<file path="config.mk">
export PLATFORM = sky130hd
export DESIGN_NAME = keypad_scan_fifo
export DESIGN_NICKNAME = d
export VERILOG_FILES = /design/src/rtl/keypad_pkg.sv /design/src/rtl/kbd_tick_gen.sv /design/src/rtl/keypad_scan_fifo.sv
export SDC_FILE = /design/constraint.sdc
export NUM_CORES = 1
export LEC_CHECK = 0
export CORE_MARGIN = 2
export CORE_UTILIZATION = 55
export CTS_BUF_LIST = sky130_fd_sc_hd__clkbuf_16
export DETAILED_ROUTE_END_ITERATION = 16
export PLACE_DENSITY_LB_ADDON = 0.05
export SLEW_MARGIN = 20
export SYNTH_ARGS = -nofsm -noshare
export SYNTH_HDL_FRONTEND = slang
export SYNTH_SLANG_ARGS = --single-unit
</file>
<file path="constraint.sdc">
create_clock -name clk_100mhz -period 2.8 [get_ports clk_100mhz]
set_input_delay 0.56 -clock clk_100mhz [delete_from_list [all_inputs] [get_ports clk_100mhz]]
set_output_delay 0.56 -clock clk_100mhz [all_outputs]
set_load 0.01 [all_outputs]
</file>
<file path="src/rtl/keypad_pkg.sv">
// Shared constants, scanner state encoding and key-code mapping for the
// 5x4 keypad scanner.
package keypad_pkg;

    localparam int NUM_ROWS = 5;
    localparam int NUM_COLS = 4;
    localparam int KEY_W    = 5;
    localparam int ROW_W    = 3;
    localparam int COL_W    = 2;

    typedef enum logic [1:0] {
        SCAN     = 2'd0,
        DEBOUNCE = 2'd1,
        HELD     = 2'd2
    } kbd_state_e;

    function automatic logic [KEY_W-1:0] key_code_of(input logic [ROW_W-1:0] row,
                                                     input logic [COL_W-1:0] col);
        return KEY_W'(row) * KEY_W'(NUM_COLS) + KEY_W'(col);
    endfunction

    // Scanning from the top down lets the lowest-index low column win.
    function automatic logic [COL_W-1:0] first_low_col(input logic [NUM_COLS-1:0] cols);
        logic [COL_W-1:0] idx;
        idx = '0;
        for (int i = NUM_COLS - 1; i >= 0; i--) begin
            if (!cols[i]) idx = COL_W'(i);
        end
        return idx;
    endfunction

endpackage

</file>
<file path="src/rtl/kbd_tick_gen.sv">
// Row-dwell counter: counts 0..DIV-1 and raises tick for one cycle at DIV-1.
module kbd_tick_gen #(
    parameter int DIV = 50000
) (
    input  logic clk_100mhz,
    input  logic rst,
    output logic tick
);

    localparam int CW = (DIV > 1) ? $clog2(DIV) : 1;
    localparam logic [CW-1:0] LAST = CW'(DIV - 1);

    logic [CW-1:0] cnt;

    assign tick = (cnt == LAST);

    // NOTE: clocked state is written with <= so every flop samples pre-edge values.
    always_ff @(posedge clk_100mhz or posedge rst) begin
        if (rst) begin
            cnt <= '0;
        end else if (tick) begin
            cnt <= '0;
        end else begin
            cnt <= cnt + 1'b1;
        end
    end

endmodule

</file>
<file path="src/rtl/keypad_scan_fifo.sv">
// Keypad matrix scanner with debounce and a one-entry key holding register
// popped by an active-low read strobe.
module keypad_scan_fifo
    import keypad_pkg::*;
#(
    parameter int SCAN_DIV = 50000,
    parameter int DEB_CNT  = 4
) (
    input  logic       clk_100mhz,
    input  logic       rst,
    input  logic [3:0] K_COL,
    input  logic       readn,
    output logic [4:0] K_ROW,
    output logic [4:0] key_code,
    output logic       RDY,
    output logic       overrun
);

    localparam int CNT_W = $clog2(DEB_CNT + 1);
    localparam logic [CNT_W-1:0] DEB_LAST = CNT_W'(DEB_CNT - 1);
    localparam logic [ROW_W-1:0] ROW_LAST = ROW_W'(NUM_ROWS - 1);

    logic [NUM_COLS-1:0] col_meta;
    logic [NUM_COLS-1:0] col_sync;
    logic                tick;

    kbd_state_e          state;
    logic [ROW_W-1:0]    row_idx;
    logic [ROW_W-1:0]    next_row;
    logic [ROW_W-1:0]    cand_row;
    logic [COL_W-1:0]    cand_col;
    logic [COL_W-1:0]    low_col;
    logic [CNT_W-1:0]    deb;
    logic [CNT_W-1:0]    rel;
    logic                any_low;
    logic                cand_low;
    logic                accept;

    kbd_tick_gen #(
        .DIV (SCAN_DIV)
    ) u_tick (
        .clk_100mhz (clk_100mhz),
        .rst        (rst),
        .tick       (tick)
    );

    // Synchroniser idles at all-ones, the released state of the pulled-up columns.
    always_ff @(posedge clk_100mhz or posedge rst) begin
        if (rst) begin
            col_meta <= '1;
            col_sync <= '1;
        end else begin
            col_meta <= K_COL;
            col_sync <= col_meta;
        end
    end

    // NOTE: every always_comb output gets a default first so no latch is inferred.
    always_comb begin
        any_low  = 1'b0;
        low_col  = '0;
        next_row = '0;
        any_low  = ~&col_sync;
        low_col  = first_low_col(col_sync);
        next_row = (row_idx == ROW_LAST) ? '0 : row_idx + 1'b1;
    end

    assign cand_low = ~col_sync[cand_col];
    assign accept   = tick && (state == DEBOUNCE) && cand_low && (deb == DEB_LAST);
    assign K_ROW    = ~(5'b00001 << row_idx);

    always_ff @(posedge clk_100mhz or posedge rst) begin
        if (rst) begin
            state    <= SCAN;
            row_idx  <= '0;
            cand_row <= '0;
            cand_col <= '0;
            deb      <= '0;
            rel      <= '0;
        end else if (tick) begin
            case (state)
                SCAN: begin
                    if (any_low) begin
                        cand_col <= low_col;
                        cand_row <= row_idx;
                        deb      <= CNT_W'(1);
                        state    <= DEBOUNCE;
                    end else begin
                        row_idx <= next_row;
                    end
                end
                DEBOUNCE: begin
                    if (!cand_low) begin
                        deb     <= '0;
                        row_idx <= next_row;
                        state   <= SCAN;
                    end else if (deb == DEB_LAST) begin
                        deb   <= '0;
                        rel   <= '0;
                        state <= HELD;
                    end else begin
                        deb <= deb + 1'b1;
                    end
                end
                HELD: begin
                    // Row stays frozen until the candidate column reads released DEB_CNT times running.
                    if (cand_low) begin
                        rel <= '0;
                    end else if (rel == DEB_LAST) begin
                        rel     <= '0;
                        row_idx <= next_row;
                        state   <= SCAN;
                    end else begin
                        rel <= rel + 1'b1;
                    end
                end
                default: state <= SCAN;
            endcase
        end
    end

    // A pop in the same cycle as an accept frees the slot, so the new key is loaded.
    always_ff @(posedge clk_100mhz or posedge rst) begin
        if (rst) begin
            key_code <= '0;
            RDY      <= 1'b0;
            overrun  <= 1'b0;
        end else if (accept) begin
            if (!RDY || !readn) begin
                key_code <= key_code_of(cand_row, cand_col);
                RDY      <= 1'b1;
            end else begin
                overrun <= 1'b1;
            end
        end else if (!readn && RDY) begin
            RDY <= 1'b0;
        end
    end

endmodule

</file>
# Word level (Yosys, flattened, before mapping)
# Index checks and enable logic that the tools add are counted.
[word_totals]
inputBits = 7
elab_cells = 90
out_inout_bits = 12
regBits = 47
[classes]
reduce_logical = 21
order_cmp = 1
n_shift = 1
addsub = 5
n_mux = 31
bitwise = 4
n_eq_ne = 15
[op_table]
columns = ["operator", "count"]
rows = [
  ["$mux W3", 12],
  ["$mux W2", 9],
  ["$add A16 B1 Y16 const B", 1],
  ["$eq A16 B16 Y1 const B", 1],
  ["$mux W16", 1],
  ["$ne A2 B2 Y1 const B", 6],
  ["$pmux W3 S2", 2],
  ["$add A3 B1 Y3 const B", 3],
  ["$pmux W3 S3", 1],
  ["$reduce_and A4 Y1", 2],
  ["$eq A3 B2 Y1 const B", 2],
  ["$pmux W2 S3", 1],
  ["$reduce_and A2 Y1", 3],
  ["$reduce_and A3 Y1", 2],
  ["$reduce_and A6 Y1", 1],
  ["$reduce_bool A2 Y1", 3],
  ["$add A5 B2 Y5", 1],
  ["$not A5 Y5", 1],
  ["$reduce_and A5 Y1", 1],
  ["$shl A1 B3 Y5 const A", 1],
  ["$logic_and A1 B1 Y1", 4],
  ["$mux W1", 4],
  ["$ne A2 B1 Y1 const B", 2],
  ["$eq A3 B3 Y1 const B", 1],
  ["other kinds (10)", 13],
]

# Logic depth before layout (Yosys ltp)
# Gate-level depths: netlist (run 1).
[logic_depth]
word_depth = 7
mapped_depth = 6
ltp_nobuf = 5

# Hierarchy
# Synthesis (run 1) repeated with hierarchy kept, for this count alone.
[hier_totals]
cells_unflattened = 190
hier_area_um2 = 2113.3
[modules_own_cells]
columns = ["module", "seq_area_each_um2", "area_each_um2", "n_inst", "cells_each"]
rows = [
  ["keypad_scan_fifo", 785.8, 1356.3, 1, 122],
  ["kbd_tick_gen", 400.4, 757.0, 1, 68],
]

# Worst setup path before layout (run 1)
# No wires, ideal clock.
[synth_timing]
path_type = "reg2reg"
from = "reg u_tick.cnt[0]"
to = "reg row_idx[0]"
stages_incl_launch_ff = 7
setup_slack_ns = 0.889
setup_ns = 0.125
synth_period_minus_slack_ns = 1.911
arrival_ns = 1.786
n_path_buf = 1
t_required_ns = 2.675
cell_sequence = "dfrtp_1 > ha_1 > nand3_1 > nand4b_1 > buf_2 > a2111oi_4 > mux2_2"
[synth_between]
elab_chain_cells = 2
[synth_rtl]
columns = ["item", "line_no", "source"]
rows = [
  ["start: declaration", "kbd_tick_gen.sv:13", "logic [CW-1:0] cnt;"],
  ["start signal: assignment", "kbd_tick_gen.sv:24", "cnt <= cnt + 1'b1;"],
  ["$eq A16 B16 Y1", "kbd_tick_gen.sv:15", "assign tick = (cnt == LAST);"],
  ["$reduce_and A6 Y1 (no line)", "n/a", ""],
  ["end signal: assignment", "keypad_scan_fifo.sv:89", "row_idx <= next_row;"],
  ["end signal: assignment", "keypad_scan_fifo.sv:95", "row_idx <= next_row;"],
  ["end signal: assignment", "keypad_scan_fifo.sv:111", "row_idx <= next_row;"],
  ["end: declaration", "keypad_scan_fifo.sv:28", "logic [ROW_W-1:0] row_idx;"],
]
# Every way passes these cells.
# A chain may end at the register's enable or synchronous reset.

# Final worst setup path (run 1)
[layout_timing]
from = "reg u_tick.cnt[0]"
to = "reg key_code[1]"
[layout_between]
elab_chain_cells = 5
[layout_rtl]
columns = ["item", "line_no", "source"]
rows = [
  ["$eq A16 B16 Y1", "kbd_tick_gen.sv:15", ""],
  ["$logic_and A1 B1 Y1 (3 in series)", "keypad_scan_fifo.sv:69", "assign accept = tick && (state == DEBOUNCE) && cand_low && (deb == DEB_LAST);"],
  ["$reduce_and A2 Y1 (no line)", "n/a", ""],
  ["end signal: assignment", "keypad_scan_fifo.sv:130", "key_code <= key_code_of(cand_row, cand_col);"],
  ["end: declaration", "keypad_scan_fifo.sv:14", "output logic [4:0] key_code,"],
]
# Every way passes these cells.

==> metrics.txt, run 1 <==
# TYPE chip_impl_metric gauge
chip_impl_info{name="outcome",value="complete, no violations"} 1
chip_impl_metric{name="cts.reportedPaths.clkPinSlew",unit="ps"} 60
chip_impl_metric{name="floorplan.core_area",unit="um^2"} 3940
chip_impl_metric{name="fin_tns_setup",unit="ps"} 0
chip_impl_metric{name="first_pass_grt_wire_length",unit="um"} 6490
chip_impl_info{name="cp-startpoint",value="u_tick.cnt[0]"} 1
chip_impl_metric{name="clkSinkCount",unit=""} 47
chip_impl_metric{name="clock_skew",unit="ps"} 3.71
chip_impl_metric{name="gpl.final_weighted_congestion",unit=""} 0.750
chip_impl_metric{name="pins_over_their_slew_limit",unit=""} 0
chip_impl_metric{name="synth_warnings",unit=""} 0
chip_impl_metric{name="leakage",unit="nW"} 1.17
chip_impl_metric{name="synth_area_per_cell",unit="um^2"} 12.1
chip_impl_metric{name="crit_path_max_fanout",unit=""} 7
chip_impl_metric{name="gr-usage-all-layers",unit="%"} 19.7
chip_impl_metric{name="synth_async_sr_flop_share",unit="%"} 100
chip_impl_metric{name="initial_antenna_violation_count",unit=""} 0
chip_impl_info{name="r2r-end",value="key_code[1]"} 1
chip_impl_metric{name="cts_buffers",unit=""} 5
chip_impl_metric{name="cp_data_arrival_time",unit="ps"} 2520
chip_impl_metric{name="drc_viols",unit=""} 0
chip_impl_metric{name="finalCritPeriodShare",unit="%"} 84.3
chip_impl_info{name="worstHoldPathType",value="reg2reg"} 1
chip_impl_metric{name="powerDensity",unit="nW/um^2"} 491
chip_impl_metric{name="setup_viol",unit=""} 0
chip_impl_metric{name="maxCapViolations",unit=""} 0
chip_impl_metric{name="post_cts_resized",unit=""} 0
chip_impl_metric{name="final.hold.worst_slack",unit="ps"} 355
chip_impl_info{name="cts-root-buf",value="sky130_fd_sc_hd__clkbuf_16"} 1
chip_impl_metric{name="dp.final_hpwl",unit="um"} 2800
chip_impl_metric{name="hold_buffers",unit=""} 0
chip_impl_metric{name="drt-initial-drc-count",unit=""} 86
chip_impl_metric{name="initial_utilization",unit="%"} 56.0
chip_impl_info{name="type_of_element_capturing_the_critical_path",value="register"} 1
chip_impl_info{name="cts_tree",value="yes"} 1
chip_impl_metric{name="synthesis.nets",unit=""} 198
chip_impl_metric{name="post_drt_via_cell_ratio",unit=""} 5.53
chip_impl_metric{name="grt_overflow",unit=""} 0
chip_impl_metric{name="seqCellArea",unit="um^2"} 1190
chip_impl_metric{name="multi_input_area",unit="um^2"} 987
chip_impl_metric{name="dr_total_vias",unit=""} 1426
chip_impl_metric{name="htreeDepth",unit=""} 2
chip_impl_metric{name="ff_latch_count_synth",unit=""} 47
chip_impl_metric{name="reg2regPathDepth",unit=""} 5
chip_impl_info{name="worstSetupStartpointType",value="register"} 1
chip_impl_metric{name="slew-limit-headroom",unit="%"} 62.1
chip_impl_metric{name="antenna-diode-count",unit=""} 0
chip_impl_metric{name="filler_cell_count",unit=""} 307
chip_impl_metric{name="ioPinCount",unit=""} 19
chip_impl_metric{name="drtPass1Iterations",unit=""} 4
chip_impl_info{name="mostFrequentLayoutCells",value="sky130_fd_sc_hd__dfrtp_1, sky130_fd_sc_hd__clkdlybuf4s50_1, sky130_fd_sc_hd__nand2_1"} 1
chip_impl_info{name="hold_path.startpoint",value="col_meta[3]"} 1
chip_impl_metric{name="report.final.hold_viol_count",unit=""} 0
chip_impl_info{name="worst_hold_path.endpoint",value="col_sync[3]"} 1
chip_impl_metric{name="cts_setup_buffers",unit=""} 0
chip_impl_metric{name="whs_path_depth",unit=""} 0
chip_impl_metric{name="wirelength",unit="um"} 3830
chip_impl_metric{name="ys_seq_area_share",unit="%"} 53.7
chip_impl_metric{name="min_period",unit="ps"} 2360
chip_impl_metric{name="chipWidth",unit="um"} 67.4
chip_impl_metric{name="num-nets-final",unit=""} 222
chip_impl_metric{name="syn-instance-count",unit=""} 183
chip_impl_metric{name="synth-edff-count",unit=""} 0
chip_impl_metric{name="fraction_of_layout_instances_using_a_drive_strength_above_1",unit="%"} 18.3
chip_impl_info{name="rsz0062_at_grt",value="false"} 1
chip_impl_metric{name="fp.dieH",unit="um"} 67.4
chip_impl_info{name="synth-main-ff-cell",value="sky130_fd_sc_hd__dfrtp_1"} 1
chip_impl_metric{name="count_of_different_cell_masters_after_synthesis",unit=""} 47
chip_impl_metric{name="timing_worst_slew_pin_value",unit="ps"} 569
chip_impl_metric{name="wire_per_inst",unit="um"} 14.8
chip_impl_metric{name="clock_latency",unit="ps"} 280
chip_impl_metric{name="synthToLayoutAreaGrowth",unit="%"} 17.3
chip_impl_metric{name="maximum_number_of_pins_on_one_net_before_global_route_repair",unit=""} 48
chip_impl_metric{name="mappedNetlistArea",unit="um^2"} 2210
chip_impl_metric{name="worstPathRequired",unit="ps"} 2960
chip_impl_info{name="layout_commonest_cell",value="sky130_fd_sc_hd__dfrtp_1"} 1
chip_impl_metric{name="die-area",unit="um^2"} 4540
chip_impl_metric{name="clockBufferDepth",unit=""} 2
chip_impl_metric{name="ir_drop",unit="uV"} 301
chip_impl_metric{name="fp-row-count",unit=""} 23
chip_impl_metric{name="antenna_violating_nets_post_route",unit=""} 0
chip_impl_metric{name="fin_ws",unit="ps"} 440
chip_impl_info{name="timing.rr.start",value="u_tick.cnt[0]"} 1
chip_impl_metric{name="max_freq",unit="MHz"} 424
chip_impl_metric{name="r2r_setup_slack",unit="ps"} 440
chip_impl_metric{name="place.port_buffers",unit=""} 18
chip_impl_metric{name="detailedPlace.worstSlack",unit="ps"} 470
chip_impl_info{name="timing.setup.critical_path_class",value="reg2reg"} 1
chip_impl_metric{name="grt_pass1_vias",unit=""} 1460
-- sequential cells by signal, indices dropped and copies added (netlist names) --
register and count:
u_tick.cnt 16, key_code 5, col_meta 4, col_sync 4
cand_row 3, deb 3, rel 3, row_idx 3
cand_col 2, state 2, RDY 1, overrun 1
-- synthesized netlist by cell type (all sizes together), types with 2 or more instances --
library cell	instances	share of area (%)
dfrtp	39	44
buf	2	0.40
nor2	13	2.2
mux2	12	6.1
inv	6	1.0
xnor2	4	1.6
nor3	5	1.9
nor4b	2	1.8
ha	8	4.5
and4bb	2	1.1
nand2b	3	0.85
and4	2	0.79
mux2i	2	0.91
dfstp	8	9.5
xor2	8	3.2
nor2b	4	1.1
nand2	17	2.9
nand3	8	2.4
a21oi	6	1.4
nand4	3	0.85
o21ai	3	0.68
or3	2	0.57
a22o	3	1.2
a21boi	3	1.0
-- area by class of cell --
| cell class | count | area share, % |
|---|---|---|
| sequential | 47 | 45.8 |
| multi-input combinational | 127 | 38.1 |
| timing repair buffer | 20 | 7.53 |
| clock buffer | 5 | 4.83 |
| tap | 50 | 2.41 |
| inverter | 6 | 0.869 |
| clock inverter | 3 | 0.483 |
-- per-layer routing --
metal	share of wire [%]	vias to the layer above	global-route usage (%)
met1	46	700	24.1
li1	-	698	-
met2	49	23	32.9
met4	1.6	0	8.42
met5	0	-	0
met3	3.3	5	5.00
-- per-stage QoR --
| stage | area [um^2] | cells | power, mW | util (%) |
|---|---|---|---|---|
| finish | 2590 | 258 | 1.27 | 65.7 |
| global route | 2590 | 258 | 1.32 | 65.7 |
| CTS | 2590 | 258 | 1.29 | 65.7 |
| detailed placement | 2450 | 250 | 0.736 | 62.2 |
| global placement | 2450 | 250 | 0.735 | 62.2 |
| floorplan | 2210 | 183 | 0.721 | - |
-- worst max-delay path, cell delays in order (launching register included) --
cell and delay [ps]:
sky130_fd_sc_hd__dfrtp_1 380, sky130_fd_sc_hd__ha_1 250, sky130_fd_sc_hd__nand3_1 140, sky130_fd_sc_hd__nand4b_1 500
sky130_fd_sc_hd__nor4b_4 580, sky130_fd_sc_hd__mux2_2 390
-- logic make-up (layout without fill, tap and decap cells) --
group                      after synthesis  after routing  share of synthesized area (%)
AOI/OAI and AO/OA                       23             23                           8.22
DFF                                     47             47                           53.7
buffers and inverters                    9             34                           1.59
muxes                                   15             15                           8.05
xor gates and xnor gates                12             12                           4.76
and+or+nand+nor                         69             69                           19.2
adders and majority gates                8              8                           4.53
-- worst max path at each step --
stage                     slack [ps]     endpoint
after global routing             330  key_code[1]
after CTS                        430  key_code[1]
after global placement           540  key_code[0]
after floorplan                  890   row_idx[0]
after detailed placement         470  key_code[1]
final                            440  key_code[1]
-- power breakdown --
part | internal [mW] | switching (mW)
registers | 0.690 | 0.00388
clock network | 0.322 | 0.227
logic | 0.0113 | 0.0179
total | 1.02 | 0.249
Note: power is estimated with default switching activity, not from simulation.
==> inputs of run 2 (changes only) <==
==> constraint.sdc (replaced) <==
create_clock -name clk_100mhz -period 2.5 [get_ports clk_100mhz]
set_input_delay 0.5 -clock clk_100mhz [delete_from_list [all_inputs] [get_ports clk_100mhz]]
set_output_delay 0.5 -clock clk_100mhz [all_outputs]
set_load 0.01 [all_outputs]
==> run 2 against run 1 <==
Against the previous run:
- via count up 3.8%
- worst hold slack about the same
- sequential cell count unchanged
- first-iteration DRC count down 21%
- global-route usage up 0.059 points
==> metrics.txt, run 2 (synthesis results as in run 1) <==
# TYPE chip_impl_metric gauge
chip_impl_info{name="outcome",value="complete, no violations"} 1
chip_impl_metric{name="cp_data_arrival_time",unit="ps"} 1700
chip_impl_metric{name="antenna_violating_nets_post_route",unit=""} 0
chip_impl_info{name="hold_path.startpoint",value="col_meta[1]"} 1
chip_impl_metric{name="min_period",unit="ps"} 2200
chip_impl_metric{name="hold_buffers",unit=""} 0
chip_impl_metric{name="dpl-instance-area",unit="um^2"} 2450
chip_impl_metric{name="first_pass_grt_wire_length",unit="um"} 6710
chip_impl_metric{name="finalCritPeriodShare",unit="%"} 88.2
chip_impl_metric{name="layout.cells.non_filler",unit=""} 258
chip_impl_metric{name="maxCapViolations",unit=""} 0
chip_impl_metric{name="clockBufferDepth",unit=""} 2
chip_impl_info{name="rsz0062_at_grt",value="false"} 1
chip_impl_metric{name="dr_total_vias",unit=""} 1480
chip_impl_metric{name="final.hold.worst_slack",unit="ps"} 355
chip_impl_info{name="worstSetupStartpointType",value="register"} 1
chip_impl_metric{name="fin_ws",unit="ps"} 296
chip_impl_metric{name="chipWidth",unit="um"} 67.4
chip_impl_metric{name="ioPinCount",unit=""} 19
chip_impl_metric{name="leakage",unit="nW"} 1.17
chip_impl_metric{name="maximum_number_of_pins_on_one_net_before_global_route_repair",unit=""} 48
chip_impl_metric{name="drt-initial-drc-count",unit=""} 68
chip_impl_metric{name="worstPathRequired",unit="ps"} 2000
chip_impl_info{name="timing.setup.critical_path_class",value="reg2out"} 1
chip_impl_info{name="type_of_element_capturing_the_critical_path",value="primary output"} 1
chip_impl_metric{name="p_total",unit="mW"} 1.56
chip_impl_metric{name="initial_utilization",unit="%"} 56.0
chip_impl_metric{name="cts_buffers",unit=""} 5
chip_impl_metric{name="fraction_of_layout_instances_using_a_drive_strength_above_1",unit="%"} 19.2
chip_impl_metric{name="slew-limit-headroom",unit="%"} 61.6
chip_impl_metric{name="filler_cell_count",unit=""} 295
chip_impl_info{name="reg_top3",value="u_tick.cnt (16), key_code (5)"} 1
chip_impl_metric{name="timing_worst_slew_pin_value",unit="ps"} 576
chip_impl_metric{name="crit_path_max_fanout",unit=""} 6
chip_impl_metric{name="num-nets-final",unit=""} 222
chip_impl_metric{name="largest_reg_flops",unit=""} 16
chip_impl_info{name="cts-root-buf",value="sky130_fd_sc_hd__clkbuf_16"} 1
chip_impl_metric{name="post-route-cell-area",unit="um^2"} 2620
chip_impl_metric{name="die-area",unit="um^2"} 4540
chip_impl_metric{name="initial_antenna_violation_count",unit=""} 0
chip_impl_info{name="timing.critical_path.to",value="K_ROW[4]"} 1
chip_impl_info{name="worstHoldPathType",value="reg2reg"} 1
chip_impl_metric{name="place.port_buffers",unit=""} 18
chip_impl_metric{name="ir_drop",unit="uV"} 399
chip_impl_metric{name="max_freq",unit="MHz"} 454
chip_impl_metric{name="setup_viol",unit=""} 0
chip_impl_metric{name="report.final.hold_viol_count",unit=""} 0
chip_impl_metric{name="post_cts_resized",unit=""} 0
chip_impl_info{name="layout_commonest_cell",value="sky130_fd_sc_hd__dfrtp_1"} 1
chip_impl_metric{name="r2r_setup_slack",unit="ps"} 370
chip_impl_info{name="r2r-end",value="key_code[3]"} 1
chip_impl_metric{name="fp.dieH",unit="um"} 67.4
chip_impl_metric{name="antenna-diode-count",unit=""} 0
chip_impl_metric{name="clkSinkCount",unit=""} 47
chip_impl_metric{name="final_core_util",unit="%"} 66.5
chip_impl_info{name="cp-startpoint",value="row_idx[0]"} 1
chip_impl_metric{name="gr-usage-all-layers",unit="%"} 19.7
chip_impl_metric{name="fin_tns_setup",unit="ps"} 0
chip_impl_metric{name="clock_latency",unit="ps"} 280
chip_impl_metric{name="wirelength",unit="um"} 3880
chip_impl_metric{name="post_drt_via_cell_ratio",unit=""} 5.74
chip_impl_metric{name="reg2regPathDepth",unit=""} 6
chip_impl_metric{name="wire_per_inst",unit="um"} 15.0
chip_impl_metric{name="cts_setup_buffers",unit=""} 0
chip_impl_info{name="timing.rr.start",value="u_tick.cnt[0]"} 1
chip_impl_metric{name="detailedPlace.worstSlack",unit="ps"} 353
chip_impl_metric{name="htreeDepth",unit=""} 2
chip_impl_info{name="cts_tree",value="yes"} 1
chip_impl_metric{name="pins_over_their_slew_limit",unit=""} 0
chip_impl_metric{name="drc_viols",unit=""} 0
chip_impl_metric{name="gpl.final_weighted_congestion",unit=""} 0.806
chip_impl_info{name="regMostFlops",value="u_tick.cnt"} 1
chip_impl_metric{name="synthToLayoutAreaGrowth",unit="%"} 18.8
chip_impl_metric{name="powerDensity",unit="nW/um^2"} 594
chip_impl_metric{name="clock_skew",unit="ps"} 7.54
chip_impl_metric{name="drtPass1Iterations",unit=""} 4
chip_impl_metric{name="grt_pass1_vias",unit=""} 1492
chip_impl_metric{name="dp.final_hpwl",unit="um"} 2750
chip_impl_metric{name="floorplan.core_area",unit="um^2"} 3940
chip_impl_info{name="mostFrequentLayoutCells",value="sky130_fd_sc_hd__dfrtp_1, sky130_fd_sc_hd__clkdlybuf4s50_1, sky130_fd_sc_hd__nand2_1"} 1
chip_impl_metric{name="cts.reportedPaths.clkPinSlew",unit="ps"} 60
chip_impl_metric{name="fp-row-count",unit=""} 23
chip_impl_metric{name="placed_cells_incl_taps",unit=""} 250
chip_impl_metric{name="grt_overflow",unit=""} 0
run 2: worst min path at each step:
stage	to	depth (start not counted)
after floorplan	col_sync[0]	0
after global placement	col_sync[2]	0
after detailed placement	col_sync[0]	0
after CTS	col_sync[0]	0
after global routing	col_sync[0]	0
final	col_sync[1]	0
run 2: layout make-up:
type	count	area [um^2]	share of cell area (%)
Multi-Input combinational cell	127	987	37.6
Timing Repair Buffer	20	195	7.44
Clock buffer	5	125	4.77
Tap cell	50	62.6	2.39
Inverter	6	22.5	0.859
Clock inverter	3	43.8	1.67
Sequential cell	47	1190	45.2
run 2: metal layers:
metal	track usage [%]	routed length [um]	share of wire (%)	up-vias
met4	3.83	30	0.77	0
met1	25.7	1760	45	747
met2	33.3	1920	50	35
met5	0	0	0	-
li1	-	-	-	694
met3	5.33	166	4.3	4
run 2: worst max-delay path: stages, from the launching register on:
cell	delay, ps
sky130_fd_sc_hd__dfrtp_1	440
sky130_fd_sc_hd__inv_1	90
sky130_fd_sc_hd__ha_1	250
sky130_fd_sc_hd__nand2_1	100
sky130_fd_sc_hd__clkdlybuf4s50_1	540
run 2: power breakdown:
group | switching, mW | total (mW) | internal, mW
Clock | 0.275 | 0.746 | 0.471
Combinational | 0.0205 | 0.0332 | 0.0127
Sequential | 0.00466 | 0.777 | 0.772
==> inputs of run 3 (changes only) <==
--- a/config.mk
+++ b/config.mk
@@ -9,6 +9,7 @@
 export CORE_UTILIZATION = 55
 export CTS_BUF_LIST = sky130_fd_sc_hd__clkbuf_16
 export DETAILED_ROUTE_END_ITERATION = 16
+export GPL_TIMING_DRIVEN = 0
 export PLACE_DENSITY_LB_ADDON = 0.05
 export SLEW_MARGIN = 20
 export SYNTH_ARGS = -nofsm -noshare
==> run 3 against run 2 <==
Against the previous run:
- utilization up 1.0 points
- critical path depth is the same
- global-route usage up 0.25 points
- critical path type unchanged
- highest routed layer unchanged
==> metrics.txt, run 3 (synthesis results as in run 1) <==
# TYPE chip_impl_metric gauge
chip_impl_metric{name="first_pass_grt_wire_length",unit="um"} 6620
chip_impl_metric{name="synthToLayoutAreaGrowth",unit="%"} 20.6
chip_impl_metric{name="crit_path_max_fanout",unit=""} 6
chip_impl_metric{name="finalCritPeriodShare",unit="%"} 87.2
chip_impl_info{name="highest-signal-layer",value="met4"} 1
chip_impl_metric{name="timing_worst_slew_pin_value",unit="ps"} 527
chip_impl_metric{name="reg2regPathDepth",unit=""} 6
chip_impl_info{name="hold_path.startpoint",value="col_meta[0]"} 1
chip_impl_metric{name="gpl.final_weighted_congestion",unit=""} 0.806
chip_impl_metric{name="dr_total_vias",unit=""} 1498
chip_impl_metric{name="slew-limit-headroom",unit="%"} 64.9
chip_impl_metric{name="detailedPlace.worstSlack",unit="ps"} 316
chip_impl_metric{name="fin_tns_setup",unit="ps"} 0
chip_impl_metric{name="chipWidth",unit="um"} 67.4
chip_impl_metric{name="maxCapViolations",unit=""} 0
chip_impl_metric{name="clockBufferDepth",unit=""} 2
chip_impl_metric{name="cts_setup_buffers",unit=""} 0
chip_impl_metric{name="worstPathRequired",unit="ps"} 2000
chip_impl_metric{name="fin_ws",unit="ps"} 320
chip_impl_info{name="layout_commonest_cell",value="sky130_fd_sc_hd__dfrtp_1"} 1
chip_impl_metric{name="cts.reportedPaths.clkPinSlew",unit="ps"} 60
chip_impl_metric{name="final.hold.worst_slack",unit="ps"} 357
chip_impl_metric{name="largest_reg_flops",unit=""} 16
chip_impl_metric{name="num-nets-final",unit=""} 224
chip_impl_metric{name="wire_per_inst",unit="um"} 15.2
chip_impl_metric{name="drt-initial-drc-count",unit=""} 90
chip_impl_metric{name="leakage",unit="nW"} 1.18
chip_impl_metric{name="met3RoutedLength",unit="um"} 145
chip_impl_metric{name="drc_viols",unit=""} 0
chip_impl_metric{name="die-area",unit="um^2"} 4540
chip_impl_metric{name="cp_data_arrival_time",unit="ps"} 1680
chip_impl_info{name="worstHoldPathType",value="reg2reg"} 1
chip_impl_metric{name="htreeDepth",unit=""} 2
chip_impl_metric{name="wirelength_met1",unit="um"} 1680
chip_impl_metric{name="gr-usage-all-layers",unit="%"} 20.0
chip_impl_metric{name="cts_buffers",unit=""} 5
chip_impl_metric{name="post_cts_resized",unit=""} 0
chip_impl_metric{name="clock_latency",unit="ps"} 280
chip_impl_metric{name="met2_wirelength",unit="um"} 2040
chip_impl_metric{name="whs_path_depth",unit=""} 0
chip_impl_info{name="critical_path.top_delay_family",value="buffers and inverters"} 1
chip_impl_metric{name="pins_over_their_slew_limit",unit=""} 0
chip_impl_info{name="outcome",value="complete, no violations"} 1
chip_impl_metric{name="powerDensity",unit="nW/um^2"} 622
chip_impl_info{name="worstSetupStartpointType",value="register"} 1
chip_impl_info{name="reg_top3",value="u_tick.cnt (16), key_code (5)"} 1
chip_impl_metric{name="cp.depth",unit=""} 4
chip_impl_metric{name="initial_utilization",unit="%"} 56.0
chip_impl_metric{name="grt_overflow",unit=""} 0
chip_impl_info{name="regMostFlops",value="u_tick.cnt"} 1
chip_impl_metric{name="dp.final_hpwl",unit="um"} 2910
chip_impl_metric{name="antenna_violating_nets_post_route",unit=""} 0
chip_impl_metric{name="cp.buffers_inverters",unit=""} 2
chip_impl_metric{name="fraction_of_layout_instances_using_a_drive_strength_above_1",unit="%"} 19.5
chip_impl_metric{name="fp-row-count",unit=""} 23
chip_impl_info{name="timing.setup.critical_path_class",value="reg2out"} 1
chip_impl_metric{name="placed_cells_incl_taps",unit=""} 252
chip_impl_metric{name="grt_pass1_vias",unit=""} 1481
chip_impl_metric{name="post_drt_via_cell_ratio",unit=""} 5.76
chip_impl_metric{name="layout.cells.non_filler",unit=""} 260
chip_impl_metric{name="antenna-diode-count",unit=""} 0
chip_impl_info{name="timing.critical_path.cells",value="inv_1 -> ha_1 -> nand2_1 -> clkdlybuf4s50_1"} 1
chip_impl_metric{name="wirelength",unit="um"} 3950
chip_impl_metric{name="ir_drop",unit="uV"} 340
chip_impl_info{name="cts_tree",value="yes"} 1
chip_impl_metric{name="clock_skew",unit="ps"} 5.37
chip_impl_metric{name="final_core_util",unit="%"} 67.6
chip_impl_metric{name="initial_antenna_violation_count",unit=""} 0
chip_impl_info{name="slowest_stage",value="sky130_fd_sc_hd__clkdlybuf4s50_1"} 1
chip_impl_metric{name="report.final.hold_viol_count",unit=""} 0
chip_impl_metric{name="drtPass1Iterations",unit=""} 4
chip_impl_info{name="timing.rr.start",value="u_tick.cnt[0]"} 1
chip_impl_metric{name="largest_incremental_delay_on_the_critical_path",unit="ps"} 540
chip_impl_info{name="type_of_element_capturing_the_critical_path",value="primary output"} 1
chip_impl_metric{name="ioPinCount",unit=""} 19
chip_impl_info{name="rsz0062_at_grt",value="false"} 1
chip_impl_info{name="mostFrequentLayoutCells",value="sky130_fd_sc_hd__dfrtp_1, sky130_fd_sc_hd__clkdlybuf4s50_1, sky130_fd_sc_hd__nand2_1"} 1
chip_impl_metric{name="place.port_buffers",unit=""} 18
chip_impl_metric{name="max_freq",unit="MHz"} 459
chip_impl_metric{name="min_period",unit="ps"} 2180
chip_impl_metric{name="clkSinkCount",unit=""} 47
chip_impl_metric{name="fp.dieH",unit="um"} 67.4
chip_impl_metric{name="floorplan.core_area",unit="um^2"} 3940
chip_impl_metric{name="setup_viol",unit=""} 0
chip_impl_metric{name="maximum_number_of_pins_on_one_net_before_global_route_repair",unit=""} 28
chip_impl_metric{name="hold_buffers",unit=""} 0
chip_impl_info{name="cts-root-buf",value="sky130_fd_sc_hd__clkbuf_16"} 1
chip_impl_info{name="cp-startpoint",value="row_idx[0]"} 1
[run 3: area by class of cell]
type,count,area [um^2]
Multi-Input combinational cell,127,987
Inverter,6,22.5
Clock buffer,5,125
Tap cell,50,62.6
Buffer,3,12.5
Clock inverter,3,67.6
Timing Repair Buffer,19,200
Sequential cell,47,1190
Fill cell,289,1280
[run 3: path summary, 6_finish.rpt]
| path | slack (ps) | end |
|---|---|---|
| hold reg to reg | 360 | col_sync[0] |
| hold / removal | 360 | col_sync[0] |
| max in group asynchronous | 1470 | RDY |
| min in group asynchronous | 540 | cand_col[0] |
| setup reg to reg | 330 | row_idx[0] |
| setup / recovery | 320 | K_ROW[4] |
[run 3: worst register-to-register path, cell delays in order (launching register included)]
cell	delay [ps]
sky130_fd_sc_hd__dfrtp_1	390
sky130_fd_sc_hd__ha_1	260
sky130_fd_sc_hd__nand3_1	150
sky130_fd_sc_hd__nand4b_1	280
sky130_fd_sc_hd__buf_2	260
sky130_fd_sc_hd__a2111oi_4	340
sky130_fd_sc_hd__mux2_2	380
[run 3: metal layers]
layer	track usage [%]	vias to the layer above
met2	34.9	27
li1	-	704
met4	8.42	0
met1	23.2	756
met3	5.17	11
met5	0	-
[run 3: power breakdown]
| part | switching [mW] | leakage (nW) | internal, mW | total, mW |
|---|---|---|---|---|
| combinational | 0.0205 | 0.479 | 0.0148 | 0.0353 |
| clock | 0.271 | 0.0900 | 0.572 | 0.843 |
| sequential | 0.00471 | 0.615 | 0.773 | 0.777 |
| total | 0.296 | 1.18 | 1.36 | 1.66 |
[run 3: stage by stage]
stage / power, mW / area (um^2)
floorplan: 0.807 / 2210
global placement: 0.822 / 2450
detailed placement: 0.827 / 2470
CTS: 1.68 / 2660
global route: 1.71 / 2660
finish: 1.66 / 2660
